**src/rtl/seq_chunk_adder_pkg.sv**
```systemverilog
// Shared types and sizing helpers for the chunk-serial adder/subtractor.
package seq_chunk_adder_pkg;

    typedef enum logic [1:0] {
        IDLE = 2'd0,
        RUN  = 2'd1,
        DONE = 2'd2
    } state_t;

    localparam int DEF_WIDTH = 12;
    localparam int DEF_CHUNK = 4;
    localparam int NCHUNK    = DEF_WIDTH / DEF_CHUNK;

    // Chunk index width; never zero so the degenerate single-chunk case still has a register.
    function automatic int calc_idx_w(input int nchunk);
        return (nchunk > 1) ? $clog2(nchunk) : 1;
    endfunction

endpackage

```
**src/rtl/seq_chunk_adder_chunk_rca.sv**
```systemverilog
// CHUNK-bit ripple-carry slice built from one-bit full-adder cells; also exposes the
// carry into its MSB so the top can derive signed overflow.
module oneb_FA (
    input  logic i_a,
    input  logic i_b,
    input  logic i_cin,
    output logic o_s,
    output logic o_cout
);
    assign o_s    = i_a ^ i_b ^ i_cin;
    assign o_cout = (i_a & i_b) | (i_cin & (i_a ^ i_b));
endmodule

module chunk_rca
    import seq_chunk_adder_pkg::*;
#(
    parameter int CHUNK = 4
) (
    input  logic [CHUNK-1:0] i_a,
    input  logic [CHUNK-1:0] i_b,
    input  logic             i_cin,
    output logic [CHUNK-1:0] o_sum,
    output logic             o_cout,
    output logic             o_c_msb_in
);
    logic [CHUNK:0] w_c;

    assign w_c[0] = i_cin;

    genvar i;
    generate
        for (i = 0; i < CHUNK; i++) begin : g_fa
            oneb_FA u_fa (
                .i_a   (i_a[i]),
                .i_b   (i_b[i]),
                .i_cin (w_c[i]),
                .o_s   (o_sum[i]),
                .o_cout(w_c[i+1])
            );
        end
    endgenerate

    assign o_cout     = w_c[CHUNK];
    assign o_c_msb_in = w_c[CHUNK-1];
endmodule

```
**src/rtl/seq_chunk_adder.sv**
```systemverilog
// Multi-cycle adder/subtractor: one CHUNK-bit slice reused NCHUNK times with a registered
// carry, behind a valid/ready handshake on both sides.
module seq_chunk_adder
    import seq_chunk_adder_pkg::*;
#(
    parameter int WIDTH = 12,
    parameter int CHUNK = 4
) (
    input  logic             clk,
    input  logic             rst,
    input  logic             in_valid,
    output logic             in_ready,
    input  logic [WIDTH-1:0] a,
    input  logic [WIDTH-1:0] b,
    input  logic             sub,
    output logic             out_valid,
    input  logic             out_ready,
    output logic [WIDTH:0]   sum,
    output logic             ovf
);
    localparam int LP_NCHUNK = WIDTH / CHUNK;
    localparam int IDX_W     = calc_idx_w(LP_NCHUNK);
    localparam logic [IDX_W-1:0] LAST_IDX = IDX_W'(LP_NCHUNK - 1);

    state_t           r_state;
    state_t           w_next_state;
    logic [WIDTH-1:0] r_op_a;
    logic [WIDTH-1:0] r_op_b;
    logic             r_carry;
    logic [IDX_W-1:0] r_idx;
    logic [WIDTH:0]   r_sum;
    logic             r_ovf;

    logic [CHUNK-1:0] w_a_chunk;
    logic [CHUNK-1:0] w_b_chunk;
    logic [CHUNK-1:0] w_slice_sum;
    logic             w_slice_cout;
    logic             w_slice_cmsb;
    logic             w_accept;
    logic             w_last;
    logic [WIDTH:0]   w_sum_next;

    assign w_accept  = in_valid && (r_state == IDLE);
    assign w_last    = (r_idx == LAST_IDX);
    assign in_ready  = (r_state == IDLE);
    assign out_valid = (r_state == DONE);
    assign sum       = r_sum;
    assign ovf       = r_ovf;

    always_ff @(posedge clk) begin
        if (rst) begin
            r_state <= IDLE;
        end else begin
            r_state <= w_next_state;
        end
    end

    always_comb begin
        w_next_state = r_state;
        case (r_state)
            IDLE:    if (in_valid)  w_next_state = RUN;
            RUN:     if (w_last)    w_next_state = DONE;
            DONE:    if (out_ready) w_next_state = IDLE;
            default: w_next_state = IDLE;
        endcase
    end

    always_comb begin
        w_a_chunk = '0;
        w_b_chunk = '0;
        for (int k = 0; k < LP_NCHUNK; k++) begin
            if (r_idx == IDX_W'(k)) begin
                w_a_chunk = r_op_a[k*CHUNK +: CHUNK];
                w_b_chunk = r_op_b[k*CHUNK +: CHUNK];
            end
        end
    end

    chunk_rca #(.CHUNK(CHUNK)) u_slice (
        .i_a       (w_a_chunk),
        .i_b       (w_b_chunk),
        .i_cin     (r_carry),
        .o_sum     (w_slice_sum),
        .o_cout    (w_slice_cout),
        .o_c_msb_in(w_slice_cmsb)
    );

    // The old result is dropped on the first RUN edge rather than at accept, so it stays visible through IDLE.
    always_comb begin
        w_sum_next = (r_idx == '0) ? '0 : r_sum;
        for (int k = 0; k < LP_NCHUNK; k++) begin
            if (r_idx == IDX_W'(k)) begin
                w_sum_next[k*CHUNK +: CHUNK] = w_slice_sum;
            end
        end
        if (w_last) begin
            w_sum_next[WIDTH] = w_slice_cout;
        end
    end

    always_ff @(posedge clk) begin
        if (rst) begin
            r_op_a  <= '0;
            r_op_b  <= '0;
            r_carry <= 1'b0;
            r_idx   <= '0;
            r_sum   <= '0;
            r_ovf   <= 1'b0;
        end else if (w_accept) begin
            r_op_a  <= a;
            r_op_b  <= sub ? ~b : b;
            r_carry <= sub;
            r_idx   <= '0;
        end else if (r_state == RUN) begin
            r_sum   <= w_sum_next;
            r_carry <= w_slice_cout;
            r_idx   <= w_last ? '0 : r_idx + 1'b1;
            if (w_last) begin
                r_ovf <= w_slice_cmsb ^ w_slice_cout;
            end
        end
    end

endmodule

```
**config.mk**
```make
export PLATFORM = sky130hd
export DESIGN_NAME = seq_chunk_adder
export DESIGN_NICKNAME = d
export VERILOG_FILES = /design/src/rtl/seq_chunk_adder_pkg.sv /design/src/rtl/seq_chunk_adder_chunk_rca.sv /design/src/rtl/seq_chunk_adder.sv
export SDC_FILE = /design/constraint.sdc
export NUM_CORES = 1
export LEC_CHECK = 0
export ABC_AREA = 1
export ABC_CLOCK_PERIOD_IN_PS = 3500
export CAP_MARGIN = 15
export CORE_ASPECT_RATIO = 0.6
export CORE_MARGIN = 1.5
export CORE_UTILIZATION = 49
export DETAILED_ROUTE_END_ITERATION = 16
export PLACE_DENSITY = 0.75
export REMOVE_ABC_BUFFERS = 1
export SLEW_MARGIN = 5
export SYNTH_ARGS = -nofsm -noshare
export SYNTH_HDL_FRONTEND = slang
export SYNTH_SLANG_ARGS = --single-unit
```
**constraint.sdc**
```tcl
create_clock -name clk -period 3.5 [get_ports clk]
set_input_delay 0.7 -clock clk [delete_from_list [all_inputs] [get_ports clk]]
set_output_delay 0.7 -clock clk [all_outputs]
set_load 0.01 [all_outputs]
```
# Word level (Yosys, flattened, before mapping)

Index checks and enable logic that the tools add are counted.

Bitwise gates (word level): 23
Equal/unequal tests: 7
Reductions and logical operators: 12
Muxes and demuxes: 19
$add $sub $neg: 1

Operators with widths:

| operator              | number |
|---|---|
| $mux W4               | 9 |
| $reduce_and A3 Y1     | 5 |
| $mux W13              | 1 |
| $mux W12              | 1 |
| $not A12 Y12          | 1 |
| $xor A1 B1 Y1         | 9 |
| $and A1 B1 Y1         | 8 |
| $mux W2               | 4 |
| $pmux W2 S3           | 1 |
| $reduce_bool A2 Y1    | 3 |
| $eq A2 B1 Y1 const B  | 2 |
| $eq A2 B2 Y1 const B  | 2 |
| $logic_not A2 Y1      | 2 |
| $ne A2 B2 Y1 const B  | 2 |
| $or A1 B1 Y1          | 4 |
| $mux W1               | 3 |
| $add A2 B1 Y2 const B | 1 |
| $ne A2 B1 Y1 const B  | 1 |
| $reduce_or A2 Y1      | 1 |
| $logic_and A1 B1 Y1   | 1 |
| $not A1 Y1            | 1 |

Output and inout port bits: 16
Register bits: 43

# Depth between registers and ports, before layout

Gate-level depths: netlist (run 1).

Depth after elaboration: 15
Mapped depth: 18

# Modules after synthesis

From an unflattened synthesis (run 1), not the netlist that was laid out.

Cells, all modules: 283
Area, all modules: 2054.5 um2

Modules (own cells, without submodules):

| module          | area an instance (um2) | cells each | instances | seq. area each (um2) |
|---|---|---|---|---|
| seq_chunk_adder | 1974.4                 | 279        | 1         | 860.8 |
| oneb_FA         | 20.0                   | 1          | 4         | 0.0 |

# Worst setup path after synthesis (run 1)

No wires, ideal clock.

Path type: register to register
Start: reg r_idx[1]
End: reg r_ovf, in the netlist ovf
Required time: 3.387 ns
Stages on the path, launching flop included: 19
Setup time: 0.113 ns
Path slack: 0.710 ns
Buffers on the path: 1
Data arrival time: 2.677 ns
Period minus slack after synthesis: 2.790 ns
Cell sequence: dfxtp_1 -> buf_2 -> inv_2 -> nand2_1 -> inv_1 -> nand2_1 -> nand3_1 -> fa_1 -> inv_1 -> fa_1 -> inv_1 -> fa_1 -> fa_1 -> inv_1 -> nand2_1 -> nand2_1 -> nand3_1 -> nand2_1 -> nor2_1

Longest elaborated chain between the ends: 14

RTL lines:

| element                | line                            | RTL |
|---|---|---|
| from (decl)            | seq_chunk_adder.sv:30           | `logic [IDX_W-1:0] r_idx;` |
| from (signal assigned) | seq_chunk_adder.sv:117          | `r_idx <= w_last ? '0 : r_idx + 1'b1;` |
| $logic_not A2 Y1       | seq_chunk_adder.sv:72           | `if (r_idx == IDX_W'(k)) begin` |
| $mux W4 (3 in series)  | seq_chunk_adder.sv:72           |  |
| $xor A1 B1 Y1          | seq_chunk_adder_chunk_rca.sv:11 | `assign o_cout = (i_a & i_b) \| (i_cin & (i_a ^ i_b));` |
| $and A1 B1 Y1          | seq_chunk_adder_chunk_rca.sv:11 |  |
| $or A1 B1 Y1           | seq_chunk_adder_chunk_rca.sv:11 |  |
| $and A1 B1 Y1          | seq_chunk_adder_chunk_rca.sv:11 |  |
| $or A1 B1 Y1           | seq_chunk_adder_chunk_rca.sv:11 |  |
| $and A1 B1 Y1          | seq_chunk_adder_chunk_rca.sv:11 |  |
| $or A1 B1 Y1           | seq_chunk_adder_chunk_rca.sv:11 |  |
| $and A1 B1 Y1          | seq_chunk_adder_chunk_rca.sv:11 |  |
| $or A1 B1 Y1           | seq_chunk_adder_chunk_rca.sv:11 |  |
| $xor A1 B1 Y1          | seq_chunk_adder.sv:119          | `r_ovf <= w_slice_cmsb ^ w_slice_cout;` |
| to (signal assigned)   | seq_chunk_adder.sv:119          |  |
| to (decl)              | seq_chunk_adder.sv:32           | `logic r_ovf;` |

Several ways; a longest one is shown, not always the timed one.
A chain may end at the register's enable or synchronous reset.

# Worst setup path after layout (run 1)

Ends and elaborated chain as after synthesis.

==> results.json, run 1 <==
{
  "status": "finished with violations",
  "violated_checks": "design-rule violations",
  "floorplan.initialDensity": 0.524,
  "finalCriticalPeriod_ns": 3.11,
  "cp_cell_instances": "inv_2 > nand2_1 > inv_1 > nand2_1 > nand3_1 > fa_1 > inv_1 > fa_1 > inv_1 > fa_1 > fa_1 > inv_1 > nand2_1 > nand2_1 > nand3_1 > nand2_1 > nor2_1",
  "dp.cells": 342,
  "grt_first_pass_wirelength_mm": 6.96,
  "maxSlewHeadroom": 0.562,
  "synth-seq-cells": 43,
  "grt_antenna_before_repair": 0,
  "avgRoutedWirePerCell_um": 12.1,
  "chip_width_um": 84.9,
  "drive_above_1_share": 0.0759,
  "worst_ir_drop_vdd_mv": 0.287,
  "nFillCells": 343,
  "cts-htree-levels": 2,
  "insertedDiodeCount": 0,
  "ys.warnings.count": 0,
  "overall_fraction_of_global_route_tracks_in_use": 0.211,
  "worst_hold_path_type": "flop to flop",
  "design.core.area_sq_um": 3760,
  "cts_hold_repair.buffers": 0,
  "clock-root-buffer": "clkbuf_8",
  "cp.buffers_inverters": 5,
  "synth_xor_area_frac": 0.0533,
  "route.detailed.drc": 4,
  "seq_area_frac_synth": 0.437,
  "tritoncts.num_buffers": 5,
  "syn_avg_cell_area_sq_um": 7.58,
  "grt_setup_unrepaired": "no",
  "critical_path_rt_ns": 3.70,
  "clock_sinks": 43,
  "post_synth_and_or_nand_nor_area_fraction": 0.292,
  "post_synth_instance_area_sq_um": 1970,
  "timing.critical_path.fanout_max": 10,
  "drt_first_pass_iters": 10,
  "detail-route-antenna-nets": 0,
  "tritoncts": "yes",
  "growth_of_design_area_from_synthesis_to_finish_pct": 27.6,
  "p_leak_nw": 1.05,
  "timing.final.max_slew_violations": 0,
  "p_sw_frac": 0.276,
  "floorplan.rows": 17,
  "cellPowerDensity_nw_per_um2": 435,
  "arrival_ns": 3.30,
  "ctsLongestPathBuffers": 2,
  "timing.critical_path.slowest_stage_cell": "dfxtp_1",
  "worst_slew_pin_slew_ns": 0.655,
  "critical_path_sink_type": "flop",
  "floorplan.io_pins": 45,
  "critical_path.startpoint_type": "flop",
  "port_buffers": 44,
  "post_cts.repair.setup_buffers": 0,
  "setup_viol": 0,
  "critPathTopFamily": "adder cells",
  "netlist_instances": 260,
  "flop_pwr_share": 0.497,
  "critical-path-max-stage-delay_ns": 0.54,
  "instances_no_fill": 350,
  "num-nets-final": 335,
  "place.gp.congestion": 0.876,
  "power.net_switching_w": 0.000302,
  "clkLatencyLatePin_ns": 0.30,
  "cts_resized": 0,
  "power.clock.fraction": 0.316,
  "grt_pass1_vias": 1452,
  "setup_tns_ns": 0,
  "skew_ns": 0.00428,
  "globalRoute.totalOverflow": 0,
  "synth_compound_gate_area_share": 0.107,
  "synth_top_family_by_area": "simple AND/OR/NAND/NOR gates",
  "synth_fa_ha_area_frac": 0.0406,
  "fp.dieArea_sq_um": 4430,
  "half_perimeter_wire_length_after_placement_mm": 3.15,
  "combPwrFrac": 0.187,
  "cap_violations": 0,
  "die_y_um": 52.1,
  "clk_slew_on_worst_s_h_paths_ns": 0.08,
  "power.internal_w": 0.000793,
  "routed-via-count": 1717,
  "fmax_mhz": 322,
  "detail_route.wirelength_mm": 4.22,
  "post_drt_via_cell_ratio": 4.91,
  "critPathMostFrequentCell": "nand2_1",
  "post_synth_cell_types": 26,
  "synth.area.mux_share": 0,
  "timing.final.hold_violations": 0,
  "grt_max_degree": 27,
  "first_iter_violations": 115,
  "critical_setup_path_class": "flop to flop",
  "period_share": 0.888
}
[cells in the final DEF, fill, tap and decap left out, types with 2 or more instances in the layout]
cell type and instances:
nor2_1 42, o22ai_1 2, nand4_1 5, o21ai_1 6, fa_1 4, xor2_1 12
nand3_1 15, dfxtp_1 43, o21ai_0 17, inv_2 4, nor2_2 3, nand2_1 61
clkbuf_8 7, inv_1 12, clkdlybuf4s50_1 44, buf_4 2, a21oi_1 15
[power by group through the flow]
stage / logic, W / clock network (W) / registers [W]
finish: 0.000205 / 0.000346 / 0.000545
global route: 0.000230 / 0.000376 / 0.000548
CTS: 0.000206 / 0.000352 / 0.000544
detailed placement: 0.000205 / 0 / 0.000556
global placement: 0.000200 / 0 / 0.000556
floorplan: 0.000118 / 0 / 0.000552
[registers in the layout, indices dropped and copies added, names as in the netlist]
| signal | cells |
|---|---|
| r_op_a | 12 |
| ovf | 1 |
| r_op_b | 12 |
| r_carry | 1 |
| r_idx | 2 |
| r_state | 2 |
| sum | 13 |
[layer usage]
metal,global-route usage,vias up,part of all wire,routed length (um)
met4,0.0902,0,0.014,57
met5,0,-,0,0
li1,-,918,-,-
met3,0.0540,5,0.069,291
met1,0.322,742,0.55,2310
met2,0.272,52,0.37,1560
[kinds of logic (layout without fill, tap and decap cells)]
group	Yosys count	after routing
buffers and inverters	28	71
DFF	43	43
AOI/OAI and AO/OA	41	41
adders and majority gates	4	4
and+or+nand+nor	132	132
xor gates and xnor gates	12	12
[worst register-to-register path: stages, from the launching register on]
cell and delay (ns):
dfxtp_1 0.54, inv_2 0.11, nand2_1 0.13, inv_1 0.09
nand2_1 0.06, nand3_1 0.10, fa_1 0.41, inv_1 0.08
fa_1 0.17, inv_1 0.05, fa_1 0.42, fa_1 0.48
inv_1 0.09, nand2_1 0.05, nand2_1 0.05, nand3_1 0.07
nand2_1 0.07, nor2_1 0.05
[stage by stage]
| stage | cell area, sq um | util | setup WS [ns] | power [W] | hold slack, ns |
|---|---|---|---|---|---|
| detailed placement | 2410 | 0.641 | 0.417 | 0.000761 | 0.458 |
| floorplan | 1900 | - | 0.664 | 0.000670 | 0.444 |
| global placement | 2410 | 0.641 | 0.533 | 0.000756 | 0.453 |
| finish | 2520 | 0.668 | 0.391 | 0.00110 | 0.468 |
| CTS | 2520 | 0.668 | 0.411 | 0.00110 | 0.470 |
| global route | 2520 | 0.668 | 0.132 | 0.00115 | 0.495 |
[Yosys cell counts]
master / instances / area share
nand2_1: 61 / 0.12
dfxtp_1: 43 / 0.44
nor2_1: 42 / 0.080
o21ai_0: 17 / 0.043
a21oi_1: 15 / 0.038
nand3_1: 15 / 0.038
inv_1: 12 / 0.023
xor2_1: 12 / 0.053
o21ai_1: 6 / 0.015
buf_2: 5 / 0.013
nand4_1: 5 / 0.016
fa_1: 4 / 0.041
inv_2: 4 / 0.0076
buf_6: 3 / 0.017
nor2_2: 3 / 0.0095
clkbuf_1: 2 / 0.0038
o22ai_1: 2 / 0.0063
buf_4: 1 / 0.0038
inv_4: 1 / 0.0032
nand2_2: 1 / 0.0032
nand2_4: 1 / 0.0057
nand3_2: 1 / 0.0051
nor2_4: 1 / 0.0057
nor2_8: 1 / 0.010
nor3_1: 1 / 0.0025
o211ai_1: 1 / 0.0038
[area by class of cell]
type,instances,area [sq um],share of cell area
sequential,43,861,0.342
multi-input combinational,189,971,0.386
timing repair buffer,46,455,0.181
tap,47,58.8,0.0234
inverter,17,66.3,0.0264
clock inverter,1,7.51,0.00298
clock buffer,7,96.3,0.0383
[final timing paths]
kind                            startpoint  endpoint  slack [ns]  cells after the start
worst min-delay path                sum[5]    sum[5]        0.47                      2
worst min register to register      sum[5]    sum[5]        0.47                      2
worst max register to register    r_idx[1]       ovf        0.39                     17
worst max-delay path              r_idx[1]       ovf        0.39                     17
Power figures use the tool's default switching activity.
==> run 2, diff against run 1 <==
--- a/config.mk
+++ b/config.mk
@@ -9,11 +9,11 @@
 export ABC_CLOCK_PERIOD_IN_PS = 3500
 export CAP_MARGIN = 15
 export CORE_ASPECT_RATIO = 0.6
-export CORE_MARGIN = 1.5
 export CORE_UTILIZATION = 49
 export DETAILED_ROUTE_END_ITERATION = 16
 export PLACE_DENSITY = 0.75
 export REMOVE_ABC_BUFFERS = 1
+export SETUP_SLACK_MARGIN = 0.4
 export SLEW_MARGIN = 5
 export SYNTH_ARGS = -nofsm -noshare
 export SYNTH_HDL_FRONTEND = slang
==> results.json, run 2 (synthesis results as in run 1) <==
{
  "status": "finished with violations",
  "violated_checks": "design-rule violations",
  "hold_ws_ns": 0.465,
  "combPwrFrac": 0.189,
  "overall_fraction_of_global_route_tracks_in_use": 0.220,
  "place.gp.congestion": 0.883,
  "routed-via-count": 1726,
  "timing.final.max_slew_violations": 0,
  "largest_register_ffs": 13,
  "growth_of_design_area_from_synthesis_to_finish_pct": 28.2,
  "grt_pass1_vias": 1489,
  "grtUsageMet2": 0.307,
  "total_power_w": 0.00109,
  "p_sw_frac": 0.268,
  "placement.cell_area_sq_um": 2410,
  "die_y_um": 51.1,
  "grt_max_degree": 27,
  "groute.layer.met1.usage": 0.332,
  "cap_violations": 0,
  "tritoncts.num_buffers": 5,
  "design.core.area_sq_um": 3760,
  "period_share": 0.837,
  "insertedDiodeCount": 0,
  "critical_setup_path_class": "flop to flop",
  "skew_ns": 0.00260,
  "power.clock.fraction": 0.309,
  "grt_util_met3": 0.0533,
  "detail-route-antenna-nets": 0,
  "worst_slew_pin_slew_ns": 0.654,
  "instances_no_fill": 350,
  "finalCriticalPeriod_ns": 2.93,
  "grt_antenna_before_repair": 0,
  "drt_first_pass_iters": 10,
  "floorplan.initialDensity": 0.524,
  "maxSlewHeadroom": 0.562,
  "mostFrequentLayoutCells": "nand2_1 (60), clkdlybuf4s50_1 (44), nor2_1 (42), dfxtp_1 (41), o21ai_0 (17)",
  "port_buffers": 44,
  "clock-root-buffer": "clkbuf_8",
  "fmax_mhz": 342,
  "flop_pwr_share": 0.502,
  "globalRoute.totalOverflow": 0,
  "dp.cells": 342,
  "worst_ir_drop_vdd_mv": 0.310,
  "grt.busiest_layer": "met1",
  "ctsLongestPathBuffers": 2,
  "layout_commonest_cell": "nand2_1",
  "critical_path_rt_ns": 3.72,
  "half_perimeter_wire_length_after_placement_mm": 3.17,
  "grt_setup_unrepaired": "no",
  "arrival_ns": 3.15,
  "setup.reg_to_reg.worst_slack_ns": 0.57,
  "clk_slew_on_worst_s_h_paths_ns": 0.08,
  "power.internal_w": 0.000794,
  "post_drt_via_cell_ratio": 4.93,
  "num-nets-final": 335,
  "tritoncts": "yes",
  "avgRoutedWirePerCell_um": 12.0,
  "critical_path.startpoint_type": "flop",
  "clkLatencyLatePin_ns": 0.28,
  "fp.dieArea_sq_um": 4290,
  "power.net_switching_w": 0.000291,
  "floorplan.io_pins": 45,
  "worst_hold_path_type": "flop to flop",
  "timing.critical_path.fanout_max": 10,
  "setup_tns_ns": 0,
  "area.sequential_sq_um": 866,
  "route.detailed.drc": 4,
  "cellPowerDensity_nw_per_um2": 430,
  "chip_width_um": 83.9,
  "detail_route.wirelength_mm": 4.21,
  "grt_first_pass_wirelength_mm": 7.16,
  "post_cts.repair.setup_buffers": 0,
  "timing.final.hold_violations": 0,
  "setup_viol": 0,
  "floorplan.rows": 17,
  "cts-htree-levels": 2,
  "cts_hold_repair.buffers": 0,
  "nFillCells": 358,
  "first_iter_violations": 125,
  "critical_path_sink_type": "flop",
  "area_occupied_by_multi_input_gates_sq_um": 981,
  "final_cell_area_sq_um": 2530,
  "clock_sinks": 43,
  "p_leak_nw": 1.05,
  "drive_above_1_share": 0.0858
}
## run 2: metal layers
layer,vias up,wire length (um),share of wire
met5,-,0,0
met4,0,17,0.0040
met1,768,2320,0.55
met3,2,206,0.049
li1,916,-,-
met2,40,1670,0.40
## run 2: critical path, cell delays in order, from the launching register on
cell     delay [ns]
dfxtp_4        0.43
inv_2          0.08
nand2_1        0.13
inv_1          0.10
nand2_1        0.08
nand3_1        0.10
fa_1           0.39
inv_1          0.08
fa_1           0.16
inv_1          0.05
fa_1           0.42
fa_2           0.61
nand4_1        0.11
a21oi_1        0.13
## run 2: cell type report
type	count	share of cell area
multi-input combinational	189	0.388
sequential	43	0.343
timing repair buffer	46	0.180
clock buffer	8	0.0396
inverter	17	0.0262
tap	47	0.0233
## run 2: final timing paths
kind	start	endpoint	cells past startpoint
hold / removal	sum[4]	sum[4]	2
hold reg to reg	sum[4]	sum[4]	2
setup / recovery	r_idx[1]	sum[11]	13
setup reg to reg	r_idx[1]	sum[11]	13
## run 2: timing repair
item	4_1_cts	5_1_grt
gates resized for setup	1	5
setup endpoints to repair	2	5
gates cloned	0	0
pin swaps	0	0
## run 2: power groups by stage
| stage | registers [W] | logic [W] | clock network, W |
|---|---|---|---|
| 4_1_cts | 0.000545 | 0.000205 | 0.000341 |
| 3_5_place_dp | 0.000556 | 0.000204 | 0 |
| 6_report | 0.000545 | 0.000205 | 0.000336 |
| 3_3_place_gp | 0.000556 | 0.000200 | 0 |
| 5_1_grt | 0.000549 | 0.000233 | 0.000366 |
| 2_1_floorplan | 0.000552 | 0.000118 | 0 |
## run 2: metrics by stage
stage | setup WS, ns | util
final | 0.572 | 0.671
after detailed placement | 0.384 | 0.641
after global placement | 0.538 | 0.641
after CTS | 0.481 | 0.668
after floorplan | 0.664 | -
after global routing | 0.413 | 0.671
